### src/rtl/tdm_serializer.sv
// tdm_serializer: transmit side of the TDM link.
// Takes one 5 x 16-bit sample set through a valid/ready handshake and sends it as one frame:
// a one-slot sync marker, then 80 data bits (ch0..ch4, MSB first).
// A one-deep shadow register lets the next sample set wait while the current frame is sent,
// so frames can go out back to back.
module tdm_serializer #(
  parameter int unsigned SIZE_16T = 16,
  parameter int unsigned NUM_CH   = 5,
  parameter int unsigned CLK_DIV  = 4,
  parameter int unsigned GAP_BITS = 0
) (
  input  logic                clock,
  input  logic                reset,
  input  logic                load_valid,
  output logic                load_ready,
  input  logic [SIZE_16T-1:0] ch0_in,
  input  logic [SIZE_16T-1:0] ch1_in,
  input  logic [SIZE_16T-1:0] ch2_in,
  input  logic [SIZE_16T-1:0] ch3_in,
  input  logic [SIZE_16T-1:0] ch4_in,
  output logic                tdm_clk,
  output logic                tdm_sync,
  output logic                tdm_data,
  output logic                busy,
  output logic                frame_done
);

  localparam int unsigned FRAME_BITS = SIZE_16T * NUM_CH;
  localparam int unsigned DIV_W      = $clog2(CLK_DIV);
  localparam int unsigned DIV_LAST   = CLK_DIV - 1;
  localparam int unsigned DIV_HALF   = CLK_DIV / 2;
  localparam int unsigned BIT_W      = $clog2(FRAME_BITS);
  localparam int unsigned FRAME_LAST = FRAME_BITS - 1;
  localparam int unsigned GAP_W      = 8;
  localparam int unsigned GAP_LAST   = (GAP_BITS > 0) ? (GAP_BITS - 1) : 0;

  typedef enum logic [1:0] {
    ST_IDLE  = 2'd0,
    ST_SYNC  = 2'd1,
    ST_SHIFT = 2'd2,
    ST_GAP   = 2'd3
  } state_e;

  // Bit-clock divider
  logic [DIV_W-1:0]      div_q, div_d;
  logic                  clk_q, clk_d;
  logic                  slot_start_c;

  // Shadow register and handshake
  logic [FRAME_BITS-1:0] shadow_q, shadow_d;
  logic                  shadow_full_q, shadow_full_d;
  logic                  ready_q, ready_d;
  logic                  hs_c;
  logic                  xfer_c;

  // Frame sequencer
  state_e                state_q, state_d;
  logic [FRAME_BITS-1:0] shifter_q, shifter_d;
  logic [BIT_W-1:0]      bit_q, bit_d;
  logic [GAP_W-1:0]      gap_q, gap_d;
  logic                  sync_q, sync_d;
  logic                  data_q, data_d;
  logic                  busy_q, busy_d;
  logic                  done_q, done_d;
  logic                  go_idle_c;

  // Divider next state; a slot starts on the edge where the count wraps to zero (tdm_clk falls)
  always_comb begin
    slot_start_c = (div_q == DIV_W'(DIV_LAST));
    div_d        = slot_start_c ? '0 : (div_q + DIV_W'(1));
    clk_d        = (div_d >= DIV_W'(DIV_HALF));
  end

  // Shadow register: capture on handshake, release when the sequencer takes the frame
  always_comb begin
    hs_c          = load_valid && ready_q;
    shadow_d      = shadow_q;
    shadow_full_d = shadow_full_q;
    if (hs_c) begin
      shadow_d      = {ch0_in, ch1_in, ch2_in, ch3_in, ch4_in};
      shadow_full_d = 1'b1;
    end else if (xfer_c) begin
      shadow_full_d = 1'b0;
    end
    ready_d = ~shadow_full_d;
  end

  // Frame sequencer next state and slot outputs; everything moves only at slot starts
  always_comb begin
    state_d   = state_q;
    shifter_d = shifter_q;
    bit_d     = bit_q;
    gap_d     = gap_q;
    sync_d    = sync_q;
    data_d    = data_q;
    busy_d    = busy_q;
    done_d    = 1'b0;
    xfer_c    = 1'b0;
    go_idle_c = 1'b0;

    if (slot_start_c) begin
      unique case (state_q)
        ST_IDLE: begin
          go_idle_c = 1'b1;
        end
        ST_SYNC: begin
          state_d   = ST_SHIFT;
          bit_d     = '0;
          sync_d    = 1'b0;
          data_d    = shifter_q[FRAME_BITS-1];
          shifter_d = {shifter_q[FRAME_BITS-2:0], 1'b0};
        end
        ST_SHIFT: begin
          if (bit_q == BIT_W'(FRAME_LAST)) begin
            done_d = 1'b1;
            if (GAP_BITS > 0) begin
              state_d = ST_GAP;
              gap_d   = '0;
              sync_d  = 1'b0;
              data_d  = 1'b0;
            end else begin
              go_idle_c = 1'b1;
            end
          end else begin
            bit_d     = bit_q + BIT_W'(1);
            data_d    = shifter_q[FRAME_BITS-1];
            shifter_d = {shifter_q[FRAME_BITS-2:0], 1'b0};
          end
        end
        ST_GAP: begin
          if (gap_q == GAP_W'(GAP_LAST)) begin
            go_idle_c = 1'b1;
          end else begin
            gap_d = gap_q + GAP_W'(1);
          end
        end
        default: begin
          go_idle_c = 1'b1;
        end
      endcase

      // Idle decision: a waiting shadow starts the next frame in this very slot
      if (go_idle_c) begin
        if (shadow_full_q) begin
          xfer_c    = 1'b1;
          shifter_d = shadow_q;
          state_d   = ST_SYNC;
          sync_d    = 1'b1;
          data_d    = 1'b0;
        end else begin
          state_d = ST_IDLE;
          sync_d  = 1'b0;
          data_d  = 1'b0;
        end
      end

      busy_d = (state_d != ST_IDLE);
    end
  end

  // State registers; reset aborts any frame in flight and discards the shadow
  always_ff @(posedge clock or negedge reset) begin
    if (!reset) begin
      div_q         <= '0;
      clk_q         <= 1'b0;
      shadow_q      <= '0;
      shadow_full_q <= 1'b0;
      ready_q       <= 1'b1;
      state_q       <= ST_IDLE;
      shifter_q     <= '0;
      bit_q         <= '0;
      gap_q         <= '0;
      sync_q        <= 1'b0;
      data_q        <= 1'b0;
      busy_q        <= 1'b0;
      done_q        <= 1'b0;
    end else begin
      div_q         <= div_d;
      clk_q         <= clk_d;
      shadow_q      <= shadow_d;
      shadow_full_q <= shadow_full_d;
      ready_q       <= ready_d;
      state_q       <= state_d;
      shifter_q     <= shifter_d;
      bit_q         <= bit_d;
      gap_q         <= gap_d;
      sync_q        <= sync_d;
      data_q        <= data_d;
      busy_q        <= busy_d;
      done_q        <= done_d;
    end
  end

  assign load_ready = ready_q;
  assign tdm_clk    = clk_q;
  assign tdm_sync   = sync_q;
  assign tdm_data   = data_q;
  assign busy       = busy_q;
  assign frame_done = done_q;

endmodule

### config.mk
export PLATFORM = sky130hd
export DESIGN_NAME = tdm_serializer
export DESIGN_NICKNAME = d
export VERILOG_FILES = /design/src/rtl/tdm_serializer.sv
export SDC_FILE = /design/constraint.sdc
export NUM_CORES = 1
export LEC_CHECK = 0
export CORE_UTILIZATION = 50
export CTS_BUF_LIST = sky130_fd_sc_hd__clkbuf_4
export DETAILED_ROUTE_END_ITERATION = 8
export PLACE_DENSITY = 0.71
export SKIP_CTS_REPAIR_TIMING = 1
export SYNTH_ARGS = -nofsm -noshare
export SYNTH_HDL_FRONTEND = slang
export SYNTH_SLANG_ARGS = --single-unit
### constraint.sdc
create_clock -name clock -period 3.3 [get_ports clock]
set_input_delay 0.495 -clock clock [delete_from_list [all_inputs] [get_ports clock]]
set_output_delay 0.495 -clock clock [all_outputs]
set_load 0.01 [all_outputs]
Yosys cells after proc, flatten, opt, wreduce, memory -nomap -nowiden. Index checks and enable logic that the tools add are counted.

Bits in registers: 186. Logic and storage cells: 64. Input bits: 83.

Equal/unequal tests: 7. $add $sub $neg: 3. Multiplexer cells: 27. Reduce and logical (&&, ||, !) cells: 11. Bitwise logic cells: 2. Magnitude comparators: 1.

Operator list (number): 2-to-1 mux 80 bit (3); one-hot mux 80 bit (2 select lines) (1); 2-to-1 mux 1 bit (15); one-hot mux 7 bit (2 select lines) (1); AND reduction 3 bit (3); adder 8 x 1 -> 8 bit (second input constant) (1); zero test 8 bit (1); 2-to-1 mux 2 bit (4); adder 7 x 1 -> 7 bit (second input constant) (1); == test 7 bit (second input constant) (1); 2-to-1 mux 7 bit (1); == test 2 bit (second input constant) (3); nonzero test 2 bit (3); inequality test 3 bit (second input constant) (1); one-hot mux 1 bit (3 select lines) (1); nonzero test 3 bit (1); adder 2 x 1 -> 2 bit (second input constant) (1); == test 2 x 1 -> 1 bit (second input constant) (1); greater-or-equal comparator 2 bit (second input constant) (1); zero test 2 bit (1); inequality test 2 bit (second input constant) (1); inverter 1 bit (2); one-hot mux 1 bit (2 select lines) (1); AND reduction 2 bit (1); logical AND 1 bit (1).

Logic depth before layout (Yosys ltp). Gate-level depths: netlist of run 1.

Word-level depth: 9. Gate-level depth with buffers: 10.

Worst setup path after synthesis of run 1. Ideal clock, no wire load.

Path type: reg-to-reg. From: reg state_q[0]. To: reg shifter_q[69]. Setup time: 83 ps. Required time: 3217 ps. Data arrival time: 1979 ps. Setup slack: 1239 ps. Path buffers: 4. Stages on the path, launching flop included: 11. Path through: dfrtp_1 -> inv_1 -> ha_1 -> buf_2 -> nor2b_1 -> buf_2 -> buf_2 -> clkbuf_1 -> a22oi_1 -> and4_1 -> o22ai_1.

Longest elaborated chain between the ends: 4. Elaborated cells on any way between the ends: 9.

RTL lines: start, declared (RTL line 57) `state_e state_q, state_d;`; start signal, assigned (RTL line 183) `state_q <= state_d;`; == test 2 bit, or another cell as far along (RTL line 102) `unique case (state_q)`; one-hot mux 1 bit (3 select lines) / one-hot mux 80 bit (2 select lines) (equally long branches) (RTL line 102); 2-to-1 mux 1 bit / 2-to-1 mux 80 bit (equally long branches) (RTL line 101, 144); 2-to-1 mux 80 bit * (RTL line 143) `if (go_idle_c) begin`; end signal, assigned (RTL line 184) `shifter_q <= shifter_d;`; end, declared (RTL line 58) `logic [FRAME_BITS-1:0] shifter_q, shifter_d;`.

Every way passes the cells marked *; elsewhere a longest branch is shown, timed or not. The select of a mux whose other input is x is not followed. A chain may end at the register's enable or synchronous reset.

Worst setup path in the final report of run 1.
From: reg bit_q[0]. To: reg shifter_q[44].

Longest elaborated chain between the ends: 5. Elaborated cells on any way between the ends: 8.

RTL lines: start, declared (RTL line 59) `logic [BIT_W-1:0] bit_q, bit_d;`; start signal, assigned (RTL line 185) `bit_q <= bit_d;`; == test 7 bit * (RTL line 114) `if (bit_q == BIT_W'(FRAME_LAST)) begin`; 2-to-1 mux 1 bit / 2-to-1 mux 80 bit (equally long branches) (RTL line 114); one-hot mux 1 bit (3 select lines) / one-hot mux 80 bit (2 select lines) (equally long branches) (RTL line 102); 2-to-1 mux 1 bit / 2-to-1 mux 80 bit (equally long branches) (RTL line 101, 144); 2-to-1 mux 80 bit * (RTL line 143).

Marks and branches as above.

==> results by group, run 1 <==
Route
  • Drt wl/cell: 16.9 µm
  • Vias: 8,078
  • Starting DRC count in detailed routing: 776
  • DRT antenna net count: 0
  • Number of vias per cell: 6.13
  • DR pass1 iterations: 5
  • Final WL: 22,200 µm
  • DRC: 0

CTS
  • CTS buffer count: 17
  • Clk slew on worst S/H paths: 160 ps
  • CTS tree: done
  • H-tree levels: 4
  • Clk root buf: clkbuf_4
  • Clk buf depth: 2
  • CTS sink cnt: 185
  • Clk_lat worst skew: 600 ps

STA
  • Final Slew Violations: 0
  • Final Hold Vio Count: 0
  • Fin crit period: 2450 ps
  • Fin crit share: 74.3%
  • Setup TNS: 0 ps
  • Highest Clock Rate: 0.408 GHz
  • Worst setup margin: 849 ps
  • RSZ-0062 raised after global routing: no
  • Relative slew slack: 35.9%
  • Worst-margin pin slew: 961 ps
  • Clk_skew: 22.4 ps
  • Finish-stage setup viols: 0

Worst setup path
  • Reg2reg path depth: 7
  • Crit path from: bit_q[0]$_DFFE_PN0P_
  • Kind of start point of the critical path: register
  • Critical path's largest stage delay: 460 ps
  • CP arrival: 2910 ps
  • CP required: 3760 ps
  • Crit path cell chain: ha_1 > and4bb_2 > a41oi_2 > a21o_4 > buf_4 > and4_1 > o22ai_1
  • R2R setup slack: 850 ps
  • Worst reg2reg path startpoint: bit_q[0]$_DFFE_PN0P_
  • Critical path type: reg -> reg
  • Max stage delay cell, worst path: dfrtp_1
  • CP Capture Point: shifter_q[44]$_DFFE_PN0P_
  • Crit. End Element: register
  • Critical R2R Capture: shifter_q[44]$_DFFE_PN0P_
  • Worst Path Max Fanout: 42

Worst hold path
  • Worst Hold Class: reg -> reg

Die
  • I/O Pins: 89
  • Core area: 19,500 µm²
  • Die area: 20,400 µm²
  • Initial core utilization: 50.9%
  • Chip Width: 143 µm
  • Row count: 51
  • Die H: 143 µm

Yosys
  • Avg Cell Area, Syn: 9.80 µm²
  • Sequential element share of the synthesized area: 46.7%
  • Mapped Cells: 1,012
  • Top-count cell post-synth: dfrtp_1
  • Synth warnings: 0
  • EDFF count, synth: 0
  • Synth top area share: 46.4%
  • Post-synth ARST share: 100%
  • Cell taking the most area after synthesis: dfrtp_1
  • Synth Flop Type: dfrtp_1
  • #FFs+latches synth: 185
  • Most frequent cells after synthesis: dfrtp_1, nand3_1, inv_1
  • Library cells used by synthesis: 38
  • Top post-synthesis cells by area: dfrtp_1, mux2_2, nand3_1, and4_1, a22oi_1
  • Mapped Nets: 1,103
  • Post-Syn Area: 9920 µm²

GRT
  • First-pass GRT wire length: 37,100 µm
  • Vias in the first global route: 7,575
  • Total gr overflow: 0
  • Overall Global Routing Usage: 22.6%
  • Largest net degree at the start of global routing: 91
  • Initial antenna violation count: 1

Finish
  • Final nets: 1,129
  • Multi-input logic area: 4590 µm²
  • Register area: 4630 µm²
  • Layout fillers: 1,709
  • Area Overhead vs Synth: 13.1%
  • Share of layout cells above drive strength 1: 14.7%

Run status
  • Status: finished clean

Power
  • Leakage: 4.30 nW
  • Power density cells: 917 nW/µm²
  • Peak supply drop: 0.000678 V

Placement
  • Post-DP HPWL: 12,800 µm
  • Gpl congestion: 0.788
  • Buffers on Ports: 88
  • Dpl ws: 885 ps

Flow run
  • Max Cap Violations: 0
-- cell families (layout without fill, tap and decap cells) --
kind of cell,after synthesis,after routing,share of synthesized area (%)
AOI/OAI and AO/OA,257,257,16.6
xor gates and xnor gates,12,12,1.06
adders and majority gates,8,8,1.01
buffers and inverters,183,222,7.65
DFF,185,185,46.7
muxes,82,82,9.29
other,0,1,0
and+or+nand+nor,285,285,17.7
-- layout by cell type (no fill, tap or decap), drive strengths merged, types with 2 or more instances in the layout --
master	Yosys	layout
dfrtp	184	184
nand3	163	163
clkdlybuf4s50	0	87
inv	84	87
o21ai	84	84
mux2	80	80
and4	80	80
a22oi	79	79
o22ai	79	79
clkbuf	79	20
buf	20	17
nand2	14	14
nor2	11	11
ha	8	8
xnor2	7	7
clkinv	0	6
a21oi	5	5
xor2	5	5
nand4	4	4
and3	4	4
clkinvlp	0	4
and2	4	4
a31oi	3	3
nor2b	2	2
a22o	2	2
mux2i	2	2
a21o	2	2
-- report_power, final --
part           switching, mW  leakage, nW  internal, mW
logic                   2.32         1.95          2.52
clock network          0.834        0.125         0.321
registers              0.987         2.23          3.30
-- sequential cells by signal, indices dropped and copies added, names as in the netlist --
signal         count
tdm_data           1
shifter_q         80
gap_q              8
shadow_q          80
state_q            2
busy               1
tdm_sync           1
bit_q              7
load_ready         1
shadow_full_q      1
tdm_clk            1
div_q              1
frame_done         1
-- worst min path at each step --
stage	start	endpoint	slack (ps)	depth (start not counted)
2_1_floorplan	reset	bit_q[0]$_DFFE_PN0P_	200	0
3_3_place_gp	shadow_full_q$_DFF_PN0_	load_ready$_DFF_PN1_	440	1
3_5_place_dp	shadow_full_q$_DFF_PN0_	load_ready$_DFF_PN1_	450	1
4_1_cts	reset	shifter_q[25]$_DFFE_PN0P_	-40	1
5_1_grt	ch3_in[6]	shadow_q[22]$_DFFE_PN0P_	450	2
6_report	shadow_full_q$_DFF_PN0_	load_ready$_DFF_PN1_	460	1
-- routing by layer --
metal | routed length [µm] | global-route usage, %
met5 | 0 | 0
met3 | 996 | 3.79
met1 | 10400 | 31.0
met4 | 382 | 7.02
met2 | 10400 | 36.5
-- through the flow --
step / hold WS [ps] / power (mW) / util, % / std cells / area, µm²
2_1_floorplan: 199 / 7.96 / - / 1012 / 9920
3_3_place_gp: 436 / 9.02 / 56.3 / 1283 / 11000
3_5_place_dp: 451 / 9.16 / 56.3 / 1283 / 11000
4_1_cts: -41.1 / 10.3 / 57.6 / 1315 / 11200
5_1_grt: 453 / 11.1 / 57.6 / 1317 / 11200
6_report: 455 / 10.3 / 57.6 / 1317 / 11200
-- critical path, delay by kind of cell (launching register included) --
family	cells	cell delay (ps)
AO/OA/AOI/OAI	3	790
adder cells (fa/ha/maj)	1	260
buffers and inverters	1	310
flip-flops	1	460
AND/OR/NAND/NOR	2	490
-- cell type report --
cell class	count	area share, %
flip-flops and latches	185	41.3
multi-input cells	644	40.9
repair buffers	106	9.89
well taps	265	2.96
inverters	84	2.81
clock buffers	19	1.27
clock inverters	13	0.881
diodes	1	0.0223
(Power assumes the default switching activity.)
==> run 2, diff against run 1 <==
PLACE_DENSITY = 0.74   (was 0.71)
clock period = 2.1 ns   (was 3.3 ns; I/O delays follow)
==> run 2 against run 1 <==
Effect of this change: total power increased by 62%; critical endpoint is now shifter_q[29]$_DFFE_PN0P_; final area increased by 3.1%; core utilization increased by 1.8 points; count of clock-buffer cells in the layout decreased by 1; sequential power increased by 58%; combinational power increased by 67%; clock power increased by 57%; sequential share of layout area decreased by 1.2 points; critical path type unchanged; die area unchanged; register-to-register slack got worse by 750 ps; wire length increased by 3.0%.
==> results by group, run 2 (synthesis results as in run 1) <==
Power
  • Switching Fraction: 39.8% (-0.49 points)
  • Power density cells: 1440 nW/µm² (+57%)
  • Internal power: 10.1 mW (+64%)
  • Leakage: 4.50 nW (+4.4%)
  • Switch Pwr: 6.64 mW (+60%)
  • Flop pwr share: 40.6% (-1.1 points)
  • Clock power share: 10.8% (-0.4 points)
  • Comb pwr share: 48.6% (+1.5 points)
  • Peak supply drop: 0.000859 V (+27%)

Finish
  • Area Overhead vs Synth: 16.6%
  • Share of layout cells above drive strength 1: 16.6% (+1.9 points)
  • Top flop regs: shadow_q (80), shifter_q (80), gap_q (8)
  • Design area: 11,600 µm² (+3.1%)
  • Final nets: 1,155 (+2.3%)
  • Layout fillers: 1,654 (-3.2%)
  • Post-layout util: 59.4% (+1.8 points)
  • Most frequent cells in the layout: dfrtp_1, nand3_1, clkdlybuf4s50_1, inv_1, mux2_2
  • Commonest non-fill, non-tap cell in the layout: dfrtp_1

Route
  • Starting DRC count in detailed routing: 831 (+7.1%)
  • Met2 WL: 11,000 µm (+5.5%)
  • Met3 WL: 1020 µm (+2.2%)
  • DR pass1 iterations: 5 (unchanged)
  • Drt wl/cell: 17.0 µm (+0.98%)
  • DRC: 0 (unchanged)
  • Final WL: 22,900 µm (+3.0%)
  • Vias: 8,154 (+0.94%)
  • Number of vias per cell: 6.07 (-1.0%)
  • DRT antenna net count: 0 (unchanged)
  • Top layer in use: met4
  • Routed met1 length: 10,500 µm (+1.3%)

Worst setup path
  • Crit. End Element: register
  • Worst Path Max Fanout: 46 (+9.5%)
  • Kind of start point of the critical path: register
  • Crit path cell chain: inv_1 > ha_1 > nor4b_4 > nand4_1 > a21o_4 > buf_12 > o21ai_0 > o22ai_1
  • CP required: 2560 ps (-1200 ps)
  • Critical R2R Capture: shifter_q[29]$_DFFE_PN0P_
  • Critical path's largest stage delay: 400 ps (-60 ps)
  • CP arrival: 2460 ps (-450 ps)
  • R2R setup slack: 100 ps (-750 ps)
  • Max stage delay cell, worst path: dfrtp_1
  • Worst reg2reg path startpoint: gap_q[0]$_DFFE_PN0P_
  • Reg2reg path depth: 8 (+1)
  • Critical path type: reg -> reg

CTS
  • Clk buf depth: 2 (unchanged)
  • Clk_lat worst skew: 580 ps (-20 ps)
  • H-tree levels: 4 (unchanged)
  • Clk slew on worst S/H paths: 160 ps (about the same)
  • Clk root buf: clkbuf_4
  • CTS sink cnt: 185 (unchanged)
  • CTS tree: done
  • CTS buffer count: 17 (unchanged)

STA
  • Final Hold Vio Count: 0 (unchanged)
  • Finish-stage setup viols: 0 (unchanged)
  • Highest Clock Rate: 0.501 GHz (+23%)
  • Fin crit period: 2000 ps (-455 ps)
  • Clk_skew: 29.8 ps (+7.44 ps)
  • RSZ-0062 raised after global routing: yes
  • Final Slew Violations: 0 (unchanged)
  • Hold WS: 208 ps (-247 ps)
  • Relative slew slack: 64.8% (+29 points)
  • Fin crit share: 95.0% (+21 points)
  • Worst-margin pin slew: 528 ps (-433 ps)

GRT
  • Largest net degree at the start of global routing: 93 (+2.2%)
  • Vias in the first global route: 7,702 (+1.7%)
  • First-pass GRT wire length: 38,500 µm (+3.8%)
  • Overall Global Routing Usage: 23.4% (+0.80 points)
  • Total gr overflow: 0 (unchanged)
  • Initial antenna violation count: 1 (unchanged)

Placement
  • Post-DP HPWL: 13,800 µm (+7.8%)
  • Gpl congestion: 0.782 (-0.75%)
  • Dpl cell area: 11,200 µm² (+2.5%)
  • Buffers on Ports: 88 (unchanged)

Die
  • Die H: 143 µm (unchanged)
  • Row count: 51 (unchanged)
  • Chip Width: 143 µm (unchanged)
  • Die area: 20,400 µm² (unchanged)
  • Initial core utilization: 50.9% (unchanged)
  • I/O Pins: 89 (unchanged)
  • Core area: 19,500 µm² (unchanged)

Worst hold path
  • Worst Hold Class: in -> async

Flow run
  • Max Cap Violations: 0 (unchanged)

Run status
  • Status: finished clean
-- run 2: cell count changes in the layout (fill, tap and decap cells not counted), sizes merged --
cell and delta:
buf +25, bufinv +1, inv -1, clkinv +3, clkinvlp -2
-- run 2: metal layers --
layer	global-route usage, %	vias up
met2	37.0	234
met5	0	-
met3	3.79	22
li1	-	3869
met4	7.36	0
met1	32.9	4029
-- run 2: metrics by stage --
| stage | instances | total power [mW] | setup slack (ps) | setup TNS [ps] |
|---|---|---|---|---|
| after detailed placement | 1306 | 14.7 | 78.8 | 0 |
| after global routing | 1343 | 18.0 | -43.7 | -429 |
| after global placement | 1306 | 14.4 | 143 | 0 |
| after floorplan | 1012 | 12.5 | 38.8 | 0 |
| after CTS | 1338 | 16.6 | 54.0 | 0 |
| final | 1343 | 16.7 | 104 | 0 |
-- run 2: power by group through the flow --
stage	Clock, mW	Sequential (mW)	Combinational, mW
after floorplan	0	6.33	6.18
after global placement	0	6.73	7.70
after detailed placement	0	6.80	7.88
after CTS	1.88	6.73	7.94
after global routing	2.01	7.03	8.93
final	1.81	6.78	8.11
-- run 2: final cells by class --
cell class                      count  area (µm²)  share of cell area (%)
Sequential cell                   185        4630                    40.0
Multi-Input combinational cell    644        4610                    39.9
Antenna cell                        1        2.50                  0.0216
Timing Repair Buffer              132        1430                    12.4
Clock buffer                       18         135                    1.17
Clock inverter                     14         105                   0.909
Inverter                           84         315                    2.73
Tap cell                          265         332                    2.87
-- run 2: how the worst max path moves through the flow --
stage,endpoint,from
after detailed placement,shifter_q[73]$_DFFE_PN0P_,bit_q[1]$_DFFE_PN0P_
final,shifter_q[29]$_DFFE_PN0P_,gap_q[0]$_DFFE_PN0P_
after floorplan,shifter_q[69]$_DFFE_PN0P_,state_q[0]$_DFFE_PN0P_
after CTS,shifter_q[65]$_DFFE_PN0P_,bit_q[1]$_DFFE_PN0P_
after global routing,shifter_q[41]$_DFFE_PN0P_,gap_q[0]$_DFFE_PN0P_
after global placement,shifter_q[66]$_DFFE_PN0P_,bit_q[1]$_DFFE_PN0P_
-- run 2: critical path: cells and delay by family (launching register included) --
kind	cells	cell delay [ps]
AOI/OAI and AO/OA	3	630
and+or+nand+nor	2	430
DFF	1	400
buffers and inverters	2	270
adders and majority gates	1	160
